===== config.mk =====
export PLATFORM = sky130hd
export DESIGN_NAME = vga_layer_arbiter
export DESIGN_NICKNAME = d
export VERILOG_FILES = /design/src/rtl/vga_pkg.sv /design/src/rtl/vga_cfg_shadow.sv /design/src/rtl/vga_layer_arbiter.sv
export SDC_FILE = /design/constraint.sdc
export NUM_CORES = 1
export LEC_CHECK = 0
export ABC_CLOCK_PERIOD_IN_PS = 3600
export CORE_MARGIN = 2
export CORE_UTILIZATION = 44
export CTS_CLUSTER_DIAMETER = 80
export DETAILED_ROUTE_END_ITERATION = 8
export GPL_ROUTABILITY_DRIVEN = 0
export GPL_TIMING_DRIVEN = 0
export PLACE_DENSITY = 0.84
export SLEW_MARGIN = 20
export SYNTH_ARGS = -nofsm -noshare
export SYNTH_HDL_FRONTEND = slang
export SYNTH_SLANG_ARGS = --single-unit

===== constraint.sdc =====
create_clock -name clk -period 3.6 [get_ports clk]
set_clock_uncertainty 0.05 [all_clocks]
set_input_delay 0.36 -clock clk [delete_from_list [all_inputs] [get_ports clk]]
set_output_delay 0.36 -clock clk [all_outputs]
set_load 0.02 [all_outputs]

===== src/rtl/vga_pkg.sv =====
// Shared constants, configuration record and config FSM encoding for the VGA layer arbiter.
package vga_pkg;

  localparam int          RGB_W   = 3;
  localparam int          LAYER_N = 3;
  localparam logic [1:0]  BG_CODE = 2'd3;

  typedef enum logic [0:0] {
    CFG_IDLE    = 1'b0,
    CFG_PENDING = 1'b1
  } cfg_state_e;

  typedef struct packed {
    logic [LAYER_N-1:0] en;
    logic [RGB_W-1:0]   bg;
    logic               blink;
  } cfg_t;

endpackage


===== src/rtl/vga_cfg_shadow.sv =====
// Double-buffered layer configuration: writes are held pending and only become
// active on a frame start, so a frame never sees a mid-frame change.
module vga_cfg_shadow
  import vga_pkg::*;
(
  input  logic       clk_i,
  input  logic       reset_i,
  input  logic       frame_start_i,
  input  logic       cfg_wr_i,
  input  cfg_t       cfg_i,
  output cfg_t       act_o,
  output cfg_state_e state_o
);

  localparam cfg_t CFG_RESET = '{en: 3'b001, bg: '0, blink: 1'b0};

  cfg_state_e state_q, state_d;
  cfg_t       pnd_q, pnd_d;
  cfg_t       act_q, act_d;
  logic       load;
  logic       apply;

  always_ff @(posedge clk_i) begin
    if (reset_i) begin
      state_q <= CFG_IDLE;
      pnd_q   <= CFG_RESET;
      act_q   <= CFG_RESET;
    end else begin
      state_q <= state_d;
      pnd_q   <= pnd_d;
      act_q   <= act_d;
    end
  end

  // A write that lands on a frame start is only captured; it applies one frame later.
  always_comb begin
    state_d = state_q;
    case (state_q)
      CFG_IDLE:    if (cfg_wr_i)      state_d = CFG_PENDING;
      CFG_PENDING: if (frame_start_i) state_d = CFG_IDLE;
      default:                        state_d = CFG_IDLE;
    endcase
  end

  always_comb begin
    load  = (state_q == CFG_IDLE) && cfg_wr_i;
    apply = (state_q == CFG_PENDING) && frame_start_i;
    pnd_d = load  ? cfg_i : pnd_q;
    act_d = apply ? pnd_q : act_q;
    // Forward the applying value so pixel (0,0) already uses the new setup.
    act_o   = act_d;
    state_o = state_q;
  end

endmodule


===== src/rtl/vga_layer_arbiter.sv =====
// Three-layer fixed-priority pixel arbiter with blink on layer 2, registered
// outputs on the pixel tick and frame-synchronous configuration updates.
module vga_layer_arbiter
  import vga_pkg::*;
#(
  parameter int FRAME_W   = 6,
  parameter int BLINK_BIT = 4
) (
  input  logic                       clk,
  input  logic                       reset,
  input  logic                       pixel_tick,
  input  logic                       video_on,
  input  logic [9:0]                 pixel_x,
  input  logic [9:0]                 pixel_y,
  input  logic                       h_sync_in,
  input  logic                       v_sync_in,
  input  logic [LAYER_N-1:0]         layer_on,
  input  logic [LAYER_N*RGB_W-1:0]   layer_rgb,
  input  logic                       cfg_wr,
  input  logic [LAYER_N-1:0]         cfg_en,
  input  logic [RGB_W-1:0]           cfg_bg,
  input  logic                       cfg_blink,
  output logic                       cfg_busy,
  output logic [RGB_W-1:0]           rgb,
  output logic                       hsync,
  output logic                       vsync,
  output logic [1:0]                 active_layer,
  output logic [FRAME_W-1:0]         frame_cnt
);

  logic               frame_start;
  logic [FRAME_W-1:0] frame_cnt_q, frame_cnt_d;
  logic [RGB_W-1:0]   rgb_q, rgb_d;
  logic [1:0]         layer_q, layer_d;
  logic               hsync_q, vsync_q;
  logic [LAYER_N-1:0] elig;
  logic               blink_off;
  cfg_t               cfg_req;
  cfg_t               act;
  cfg_state_e         cfg_state;

  assign frame_start = pixel_tick && (pixel_x == 10'd0) && (pixel_y == 10'd0);
  assign cfg_req     = '{en: cfg_en, bg: cfg_bg, blink: cfg_blink};

  vga_cfg_shadow u_cfg_shadow (
    .clk_i         (clk),
    .reset_i       (reset),
    .frame_start_i (frame_start),
    .cfg_wr_i      (cfg_wr),
    .cfg_i         (cfg_req),
    .act_o         (act),
    .state_o       (cfg_state)
  );

  assign cfg_busy = (cfg_state == CFG_PENDING);

  // Pixel (0,0) belongs to the new frame, so blink phase uses the advanced count.
  always_comb begin
    frame_cnt_d = frame_start ? frame_cnt_q + FRAME_W'(1) : frame_cnt_q;
    blink_off   = act.blink && frame_cnt_d[BLINK_BIT];
    elig[0]     = layer_on[0] && act.en[0];
    elig[1]     = layer_on[1] && act.en[1];
    elig[2]     = layer_on[2] && act.en[2] && !blink_off;
  end

  always_comb begin
    layer_d = BG_CODE;
    rgb_d   = act.bg;
    if (elig[2]) begin
      layer_d = 2'd2;
      rgb_d   = layer_rgb[2*RGB_W +: RGB_W];
    end else if (elig[1]) begin
      layer_d = 2'd1;
      rgb_d   = layer_rgb[1*RGB_W +: RGB_W];
    end else if (elig[0]) begin
      layer_d = 2'd0;
      rgb_d   = layer_rgb[0 +: RGB_W];
    end
  end

  always_ff @(posedge clk) begin
    if (reset) begin
      frame_cnt_q <= '0;
      rgb_q       <= '0;
      layer_q     <= BG_CODE;
      hsync_q     <= 1'b0;
      vsync_q     <= 1'b0;
    end else begin
      frame_cnt_q <= frame_cnt_d;
      if (pixel_tick) begin
        rgb_q   <= video_on ? rgb_d : '0;
        layer_q <= layer_d;
        hsync_q <= h_sync_in;
        vsync_q <= v_sync_in;
      end
    end
  end

  assign rgb          = rgb_q;
  assign active_layer = layer_q;
  assign hsync        = hsync_q;
  assign vsync        = vsync_q;
  assign frame_cnt    = frame_cnt_q;

endmodule


; ---- Word level (Yosys, flattened, before mapping)
; Index checks and enable logic that the tools add are counted.
[classes]
bitwise = 1
n_reduce_logical = 12
muxes = 12
addsub = 1
[op_table]
columns = operator, n
row1 = 10-bit zero test, 2
row2 = 3-bit two-way mux, 4
row3 = 1-bit logical AND, 9
row4 = 7-bit two-way mux, 1
row5 = 6-bit by 1-bit adder with 6-bit output (second input constant), 1
row6 = 2-bit two-way mux, 3
row7 = 5-bit two-way mux, 1
row8 = 1-bit two-way mux, 2
row9 = 1-bit case mux with 2 select lines, 1
row10 = 1-bit zero test, 1
row11 = 1-bit inverter, 1
[word_totals]
input_bits = 46
register_bits = 28
elab_cells = 39
out_inout_bits = 14

; ---- Depth between registers and ports, before layout
; Gate-level depths: netlist of run 1.
[depth]
depth_word = 10
ltp_mapped = 7
depth_no_buf = 7

; ---- Modules after synthesis
; Synthesis of run 1 repeated with hierarchy kept, for this count alone.
[unflattened]
hier_cells = 148
area_unflattened_um2 = 1450.1
[by_module_without_submodules]
columns = mod, cells_each, area_each_um2, n_inst
row1 = vga_cfg_shadow, 67, 743.2, 1
row2 = vga_layer_arbiter, 81, 706.9, 1

; ---- Worst setup path before layout of run 1
; Ideal clock, no wire load.
[synth_path]
path_type = input-to-reg
from = input pixel_x[7]
to = register rgb_q[2] (netlist: rgb[2])
path_slack_ns = 1.416
arrival_time_ns = 2.004
setup_ns = 0.130
n_path_buf = 0
t_required_ns = 3.420
cell_stages = 7
cell_sequence = nor4_2 > nand3_1 > nor2_8 > mux2_2 > a211oi_4 > nand4b_1 > o22ai_1
[synth_between]
elab_chain_cells = 10
word_cells_on_any_way = 16
[synth_rtl]
columns = element, line
row1 = from (decl), vga_layer_arbiter.sv:13  ; input logic [9:0] pixel_x,
row2 = 10-bit zero test *, vga_layer_arbiter.sv:42  ; assign frame_start = pixel_tick && (pixel_x == 10'd0) && (pixel_y == 10'd0);
row3 = 1-bit logical AND * (2 in series), vga_layer_arbiter.sv:42
row4 = 1-bit logical AND, vga_cfg_shadow.sv:47  ; apply = (state_q == CFG_PENDING) && frame_start_i;
row5 = 7-bit two-way mux, vga_cfg_shadow.sv:49  ; act_d = apply ? pnd_q : act_q;
row6 = 1-bit logical AND (on tied branches), "vga_layer_arbiter.sv:61, vga_layer_arbiter.sv:60"
row7 = 3-bit two-way mux / 1-bit zero test (equally long branches), "vga_layer_arbiter.sv:75, vga_layer_arbiter.sv:63"
row8 = 3-bit two-way mux / 1-bit logical AND (equally long branches), "vga_layer_arbiter.sv:72, vga_layer_arbiter.sv:63"
row9 = 3-bit two-way mux *, vga_layer_arbiter.sv:69  ; if (elig[2]) begin
row10 = 3-bit two-way mux *, vga_layer_arbiter.sv:91  ; rgb_q <= video_on ? rgb_d : '0;
row11 = to (signal assigned), vga_layer_arbiter.sv:91
row12 = to (decl), vga_layer_arbiter.sv:33  ; logic [RGB_W-1:0] rgb_q, rgb_d;
; Every way passes the cells marked *; elsewhere a longest branch is shown, timed or not.
; A chain may end at the register's enable or synchronous reset.

; ---- Worst setup path after layout of run 1
[layout_path]
from = input pixel_tick
to = register rgb_q[2] (netlist: rgb[2])
[layout_between]
elab_chain_cells = 9
word_cells_on_any_way = 15
[layout_rtl]
columns = element, line
row1 = from (decl), vga_layer_arbiter.sv:11  ; input logic pixel_tick,
row2 = 1-bit logical AND (2 in series), vga_layer_arbiter.sv:42
row3 = 1-bit logical AND, vga_cfg_shadow.sv:47
row4 = 7-bit two-way mux, vga_cfg_shadow.sv:49
row5 = 1-bit logical AND (on tied branches), "vga_layer_arbiter.sv:61, vga_layer_arbiter.sv:60"
row6 = 3-bit two-way mux / 1-bit zero test (equally long branches), "vga_layer_arbiter.sv:75, vga_layer_arbiter.sv:63"
row7 = 3-bit two-way mux / 1-bit logical AND (equally long branches), "vga_layer_arbiter.sv:72, vga_layer_arbiter.sv:63"
row8 = 3-bit two-way mux, vga_layer_arbiter.sv:69
row9 = 3-bit two-way mux, vga_layer_arbiter.sv:91
; Several ways; a longest one is shown, not always the timed one.

==> impl_summary.md, run 1 <==
Run
The number of violations of the max-capacitance limit is 0.

Synthesis
The synthesized instance count is 130. The synthesized netlist devotes 0.952% of its cell area to adder and majority cells. The share of the Yosys chip area taken by registers is 42.7%. After synthesis, the share of flip-flops with an asynchronous set or reset is 0%. The post-synthesis mux area share is 18.5%. The synthesized netlist devotes 24.7% of its cell area to simple gates. In the synthesized netlist, the cells that appear most often are dfxtp_1 (28), mux2i_1 (22), nor2_1 (20), nand2_1 (7), inv_1 (6).

In the synthesized netlist the dominant register cell turns out to be dfxtp_1. Yosys mapped a number of flops with a built-in enable equal to 0. Dividing the synthesized area by the synthesized cell count gives 10.1 um2. The cell with the most instances after synthesis is dfxtp_1. The share of the synthesized area in compound gates (AO/OA/AOI/OAI) is ~7.6%. The total nets after synthesis is between 150 and 200. The flop and latch count out of synthesis is 28. The Yosys step of the flow raised 0 warnings.

The cell type with the largest total area after synthesis is dfxtp_1. Yosys attributes the largest share of cell area to dfxtp_1 (43%), mux2i_1 (17%), nor2_1 (5.7%). The synthesized-area fraction occupied by xor and xnor cells is 2.67%. After synthesis the cells add up to 1310 um2.

The top cell type's share of synthesized area is between 40% and 50%. After synthesis, the largest family of logic cells by area is simple AND/OR/NAND/NOR gates. The count of distinct cell types in the synthesized netlist is 32.

Drt
The count of TritonRoute iterations in the first routing pass is 6. The number of routed nets with antenna violations is 0. The remaining routing DRC violations is 5. The violation count after the first detailed-routing iteration is 23. The wire length after detailed routing is 3090 um. The routed via count divided by cell count is ~5.1. After detailed routing, the average wire length per cell comes to 13.8 um. The total via count after detailed routing is 1146.

Clock network
The clock reaches the later pin of the worst-skew pair after 0.33 ns. The post-cts resize count is 0. The level count of the clock H-tree is 1. The total clock sinks is 28. For this design, the CTS-stage hold fixing added 0 buffers. TritonCTS built the clock tree. The number of buffers inserted by post-CTS setup repair is 0. The number of buffers created by CTS is 3.

The buffer cell driving the clock tree root is clkbuf_4. Clock-pin slew was measured on the worst setup and hold paths at 0.15 ns. The clock passes through at most 2 buffers.

Power and ir drop
The power per cell area is between 300 and 400 nW/um2. The largest vdd supply drop is slightly below 0.4 mV. In this run the static leakage power is 0.801 nW.

Layout
The net count of the finished layout is 241. The register area is 561 um2. The post-route netlist has 7.25% of its cells at a drive strength greater than 1. From synthesis to final layout, the design area changed by 51.9%. Once layout is complete, the cells apart from fillers number 224.

In the final layout, the multi-input gates occupy 714 um2. Counting the fill cells in the layout gives 233. 0 antenna diodes ended up in the layout.

Timing
The final-report hold violation count was 0. At the pin with the least slew margin, the transition time is ~0.53 ns. The period utilization is 69.7%.

The final-report max-slew violation count came to 0. In the final timing run, aggregate negative setup slack is 0 ns. The final count of negative-setup-slack endpoints is 0. Headroom to the max-slew limit came out at 64.5%. Setup repair after global routing left no endpoint under its margin. Based on the critical path, the design can be clocked at up to 398 MHz. The time the final worst path needs with I/O delays and setup is 2.51 ns.

Die
The die outline width is 58.6 um. In this run the core area contains 19 standard-cell rows. The area of the core region is 2810 um2. The die footprint is 3440 um2. For this design the top-level I/O count stands at 60. The die is 58.6 um tall.

For this configuration, the core starts out at a cell density of 46.8%.

Worst hold path
The startpoint of the worst hold path is u_cfg_shadow.act_q[4]. The classification of the worst-slack hold path is register to register.

Critical path
The worst setup path is launched from an input pin. The largest stage delay on the critical path is 0.54 ns. For this design, the slowest cell found on the critical path is clkdlybuf4s50_1.

Walking the worst path, the cells encountered are clkdlybuf4s50_1 > nor4b_4 > nand4_4 > nor2_8 > mux2_2 > a211oi_4 > nand4b_1 > o22ai_1. The worst register-to-register path begins at u_cfg_shadow.state_o. Along the worst path, the maximum fanout reaches 9. The data arrival at the endpoint of the critical path is 2.69 ns. The type of the worst setup path is input pin to register. The launch point of the worst path is pixel_tick. The endpoint required time on the critical path is 3.78 ns. STA classifies the critical path endpoint as a register.

Place
Detailed placement ended at an HPWL of roughly 2500 um. The number of I/O port buffers is 59. The number of placed instances, taps included is 220.

Global routing
The first global-routing pass estimated about 5200 um of wire. After global routing the overflow that remains totals 0. Global routing consumed, over all layers together, 19.5% of the routing resources. Entering global routing, the biggest net connects 17 pins. The number of antenna violations at the first check in global routing is 0. The via count of the first global-routing pass is 1190.

Run status
The checks that failed: DRC. The flow ran to the end, but the final reports show violations.
==> worst max-delay path, delay by kind of cell <==
kind,cells,cell delay (ns)
simple gates,4,0.94
buf+inv,1,0.54
compound gates,2,0.45
mux,1,0.40
==> layout by cell type (no fill, tap or decap), drive strengths merged, types with 2 or more instances in the layout <==
cell type	instances
a21oi	2
a41oi	3
and2	2
clkbuf	6
clkdlybuf4s50	59
dfxtp	28
inv	6
mux2	2
mux2i	22
nand2	7
nand3	2
nand4	2
nor2	21
nor2b	4
nor3	4
nor4	3
o21ai	2
o22ai	3
xor2	3
==> sequential cells by signal, indices dropped and copies added, names as in the netlist <==
name                  cells
u_cfg_shadow.act_q        7
u_cfg_shadow.pnd_q        7
frame_cnt                 6
rgb                       3
active_layer              2
hsync                     1
u_cfg_shadow.state_o      1
vsync                     1
==> report_power, final <==
part / switching, mW / internal (mW) / leakage, nW
sequential: 0.00478 / 0.319 / 0.228
combinational: 0.0394 / 0.0665 / 0.545
clock: 0.0911 / 0.113 / 0.0279
total: 0.135 / 0.498 / 0.801
==> kinds of logic after synthesis <==
group / count (synthesis)
compound gates: 13
xor+xnor: 4
fa+ha+maj: 1
buf+inv: 10
flops: 28
mux: 24
simple gates: 50
==> metrics by stage <==
step / utilization, % / hold WS, ns / total power [mW] / worst slack [ns] / area [um2]
after floorplan: - / 0.391 / 0.367 / 1.42 / 1310
after global placement: 69.3 / 0.404 / 0.435 / 0.730 / 1940
after detailed placement: 69.3 / 0.415 / 0.437 / 0.709 / 1940
after CTS: 71.1 / 0.452 / 0.640 / 1.08 / 2000
after global routing: 71.1 / 0.482 / 0.662 / 0.934 / 2000
final: 71.1 / 0.451 / 0.634 / 1.09 / 2000
==> area by class of cell <==
class / count / share of cell area (%)
clock inverter: 1 / 1.50
tap: 31 / 1.94
multi-input combinational: 92 / 35.8
sequential: 28 / 28.1
buffer: 4 / 0.815
clock buffer: 3 / 1.13
timing repair buffer: 59 / 29.6
inverter: 6 / 1.13
==> worst paths after layout <==
check	end	slack [ns]	depth (start not counted)
max	rgb[2]	1.09	8
max reg2reg	rgb[2]	1.57	6
min reg2reg	u_cfg_shadow.act_q[4]	0.45	2
min	u_cfg_shadow.act_q[4]	0.45	2
==> routing by layer <==
layer  up-vias  wire length (um)  GRT usage (%)
met5         -                 0              0
met4         0                40           1.95
met3         4               208           5.49
met2        40              1600           37.9
met1       521              1250           21.6
li1        581                 -              -
(Power assumes the default switching activity.)
==> run 2, diff against run 1 <==
Settings changed: ABC_CLOCK_PERIOD_IN_PS 3600 to 2100, CORE_UTILIZATION 44 to 37, PLACE_DENSITY 0.84 to 0.76.
Clock period 3.6 ns to 2.1 ns, I/O delays scaled along.
==> impl_summary.md, run 2 (same netlist as run 1, synthesis figures left out) <==
Drt
The violation count after the first detailed-routing iteration is 40 (+74%). The wire length after detailed routing is 3250 um (+5.0%). The remaining routing DRC violations was 0 (-5). The total via count after detailed routing was 1161 (+1.3%). The wire length per cell is 13.4 um (-3.2%).

The count of TritonRoute iterations in the first routing pass is 4 (-2). The number of routed nets with antenna violations is 0 (unchanged). The routed via count divided by cell count came to 4.78 (-6.6%).

Critical path
The startpoint kind of the worst setup timing path is an input pin. The type of destination of the critical path is a register. The slowest cell on the critical path is a211oi_4. The type of the worst setup path is input pin to register. The data arrival at the endpoint of the critical path is 2.19 ns (-0.50 ns).

The largest stage delay on the critical path was 0.37 ns (-0.17 ns). The largest delay contributor family on the critical path is simple AND/OR/NAND/NOR gates. The endpoint required time on the critical path was 2.26 ns (-1.52 ns). The critical path buffer and inverter count came to 1 (unchanged). Walking the worst path, the cells encountered are dlygate4sd2_1 > nor4_4 > nand4_4 > nor2_8 > mux2_4 > a211oi_4 > nand4b_1 > o22ai_1. The maximum fanout along the worst path is 6 (-3).

Power and ir drop
The power per cell area is 455 nW/um2 (+43%). The combinational share of power is 19.0% (+2.3 points). The net switching component of the power was 0.229 mW (+69%). The clock share of power is 22.6% (-9.6 points).

The internal power component is 0.723 mW (+45%). The leakage power is 0.943 nW (+18%). The sequential fraction of design power is 58.4% (+7.3 points).

The largest vdd supply drop is 0.318 mV (-20%). The total power of the final layout is 0.953 mW (+50%). The switching power as a share of total power is 24.1% (+2.7 points).

Layout
The area added between synthesis and finish is 59.5%. The share of final-layout standard cells stronger than drive strength 1 is 12.2% (+4.9 points). The net count of the finished layout is 246 (+2.1%). The library cell used most frequently in the layout, excluding fill and tap cells, is clkdlybuf4s50_1. The library cells used most frequently in the layout, excluding fill and tap cells, are clkdlybuf4s50_1 (43), dfxtp_1 (28), mux2i_1 (20).

The antenna cell count was 0 (unchanged).

Die
The height of the die is 63.6 um (+8.4%). The area of the core region is 3360 um2 (+20%). The number of I/O pins is 60 (unchanged). The die outline width is 63.6 um (+8.4%).

The initial cell density of the core is 39.1% (-7.8 points). The die footprint was 4040 um2 (+18%). The number of standard-cell rows in the floorplan was 21 (+2).

Global routing
The maximum number of pins on one net before global-route repair came to 15 (-2). The via count of the first global-routing pass is 1181 (-0.76%). In this run the most used layer during global routing was met2. The met2 usage is 28.7% (-9.2 points).

The first-pass GRT wire length is 5180 um (-0.65%). The met3 layer usage reported by global route is 5.71% (+0.22 points). The total global routing overflow is 0 (unchanged). The number of antenna violations at the first check in global routing was 0 (unchanged). The global-route total usage across every layer is 15.9% (-3.6 points).

The met1 layer usage reported by global route is 18.3% (-3.3 points).

Timing
The worst path uses between 90% and 100% of the clock period. The final-report max-slew violation count is 0 (unchanged). Subtracting the final worst setup slack from the clock period gives roughly 2.0 ns. Setup repair after global routing left no endpoint under its margin. The remaining max-slew budget at the tightest pin is 63.1% (-1.4 points). The final count of negative-setup-slack endpoints is 0 (unchanged). Based on the critical path, the design can be clocked at up to 493 MHz. The least setup slack across all paths after layout is 0.0707 ns (-1.02 ns). The final-report hold violation count is 0 (unchanged). The slew at the pin closest to its max-slew limit is 0.553 ns (+0.0203 ns). The final-layout setup total negative slack was 0 ns (unchanged).

Run status
The run finished with clean final reports.

Place
The half-perimeter wire length after placement came to 2440 um (-3.9%). The post-place setup slack came to -0.671 ns (-1.38 ns). The number of I/O port buffers came to 59 (unchanged).

Run
The number of violations of the max-capacitance limit was 0 (unchanged).

Clock network
CTS placed an instance of clkbuf_4 at the clock tree root. The clock edge transition at the registers on the reported setup and hold paths is 0.14 ns (about the same). The maximum clock path buffer count is 2 (unchanged).

The clock tree from TritonCTS is done. The clock latency reported for the late side of the worst-skew pair came to 0.32 ns (about the same). The number of buffers created by CTS is 3 (unchanged). The level count of the clock H-tree is 1 (unchanged). The number of buffers added to fix hold violations after cts is 0 (unchanged). The total clock sinks came to 28 (unchanged).

Worst hold path
The classification of the worst-slack hold path is input pin to register.
run 2: worst reg2reg max path, cell delays in order, from the launching register on:
cell	delay, ns
dfxtp_1	0.43
nand3_2	0.14
nor2_8	0.14
mux2_4	0.33
a211oi_4	0.37
nand4b_1	0.23
o22ai_1	0.11
run 2: final timing paths:
check	from	end	slack, ns	depth (start not counted)
setup / recovery	pixel_y[8]	rgb[2]	0.07	8
hold / removal	pixel_y[5]	u_cfg_shadow.state_o	0.31	5
setup reg to reg	u_cfg_shadow.state_o	rgb[2]	0.19	6
hold reg to reg	u_cfg_shadow.act_q[4]	u_cfg_shadow.act_q[4]	0.46	2
run 2: repair_timing:
item,4_1_cts,5_1_grt
gates resized for setup,10,17
endpoints found under the setup margin,5,5
buffers inserted,4,1
pin swaps,9,10
run 2: per-stage QoR:
stage               util (%)  std cells  instance area, um2  hold WS (ns)
floorplan                  -        130                1310         0.276
global placement        58.3        235                1960         0.405
detailed placement      58.3        235                1960         0.422
CTS                     60.3        242                2030         0.413
global route            62.3        243                2100         0.340
finish                  62.3        243                2100         0.310
run 2: cell type report:
type                    instances  area, um2
plain buffers                   4       16.3
clock buffers                   3       22.5
fillers                       315       1270
inverters                       6       22.5
multi-input cells              92        767
flip-flops and latches         28        561
well taps                      46       57.6
repair buffers                 64        649
run 2: power by group through the flow:
| stage | clock, mW | combinational [mW] | sequential [mW] |
|---|---|---|---|
| global placement | 0 | 0.178 | 0.566 |
| floorplan | 0 | 0.0537 | 0.575 |
| detailed placement | 0 | 0.182 | 0.567 |
| global route | 0.249 | 0.194 | 0.559 |
| CTS | 0.223 | 0.181 | 0.556 |
| finish | 0.215 | 0.181 | 0.557 |
run 2: per-layer routing:
layer,up-vias,wire length [um]
li1,587,-
met1,531,1290
met2,41,1710
met3,2,229
met4,0,13
met5,-,0
==> run 3, diff against run 2 <==
Settings changed: CTS_CLUSTER_DIAMETER 80 to 100.
==> results of run 3 <==
Final layout, timing and power as in run 2 (identical DEF).
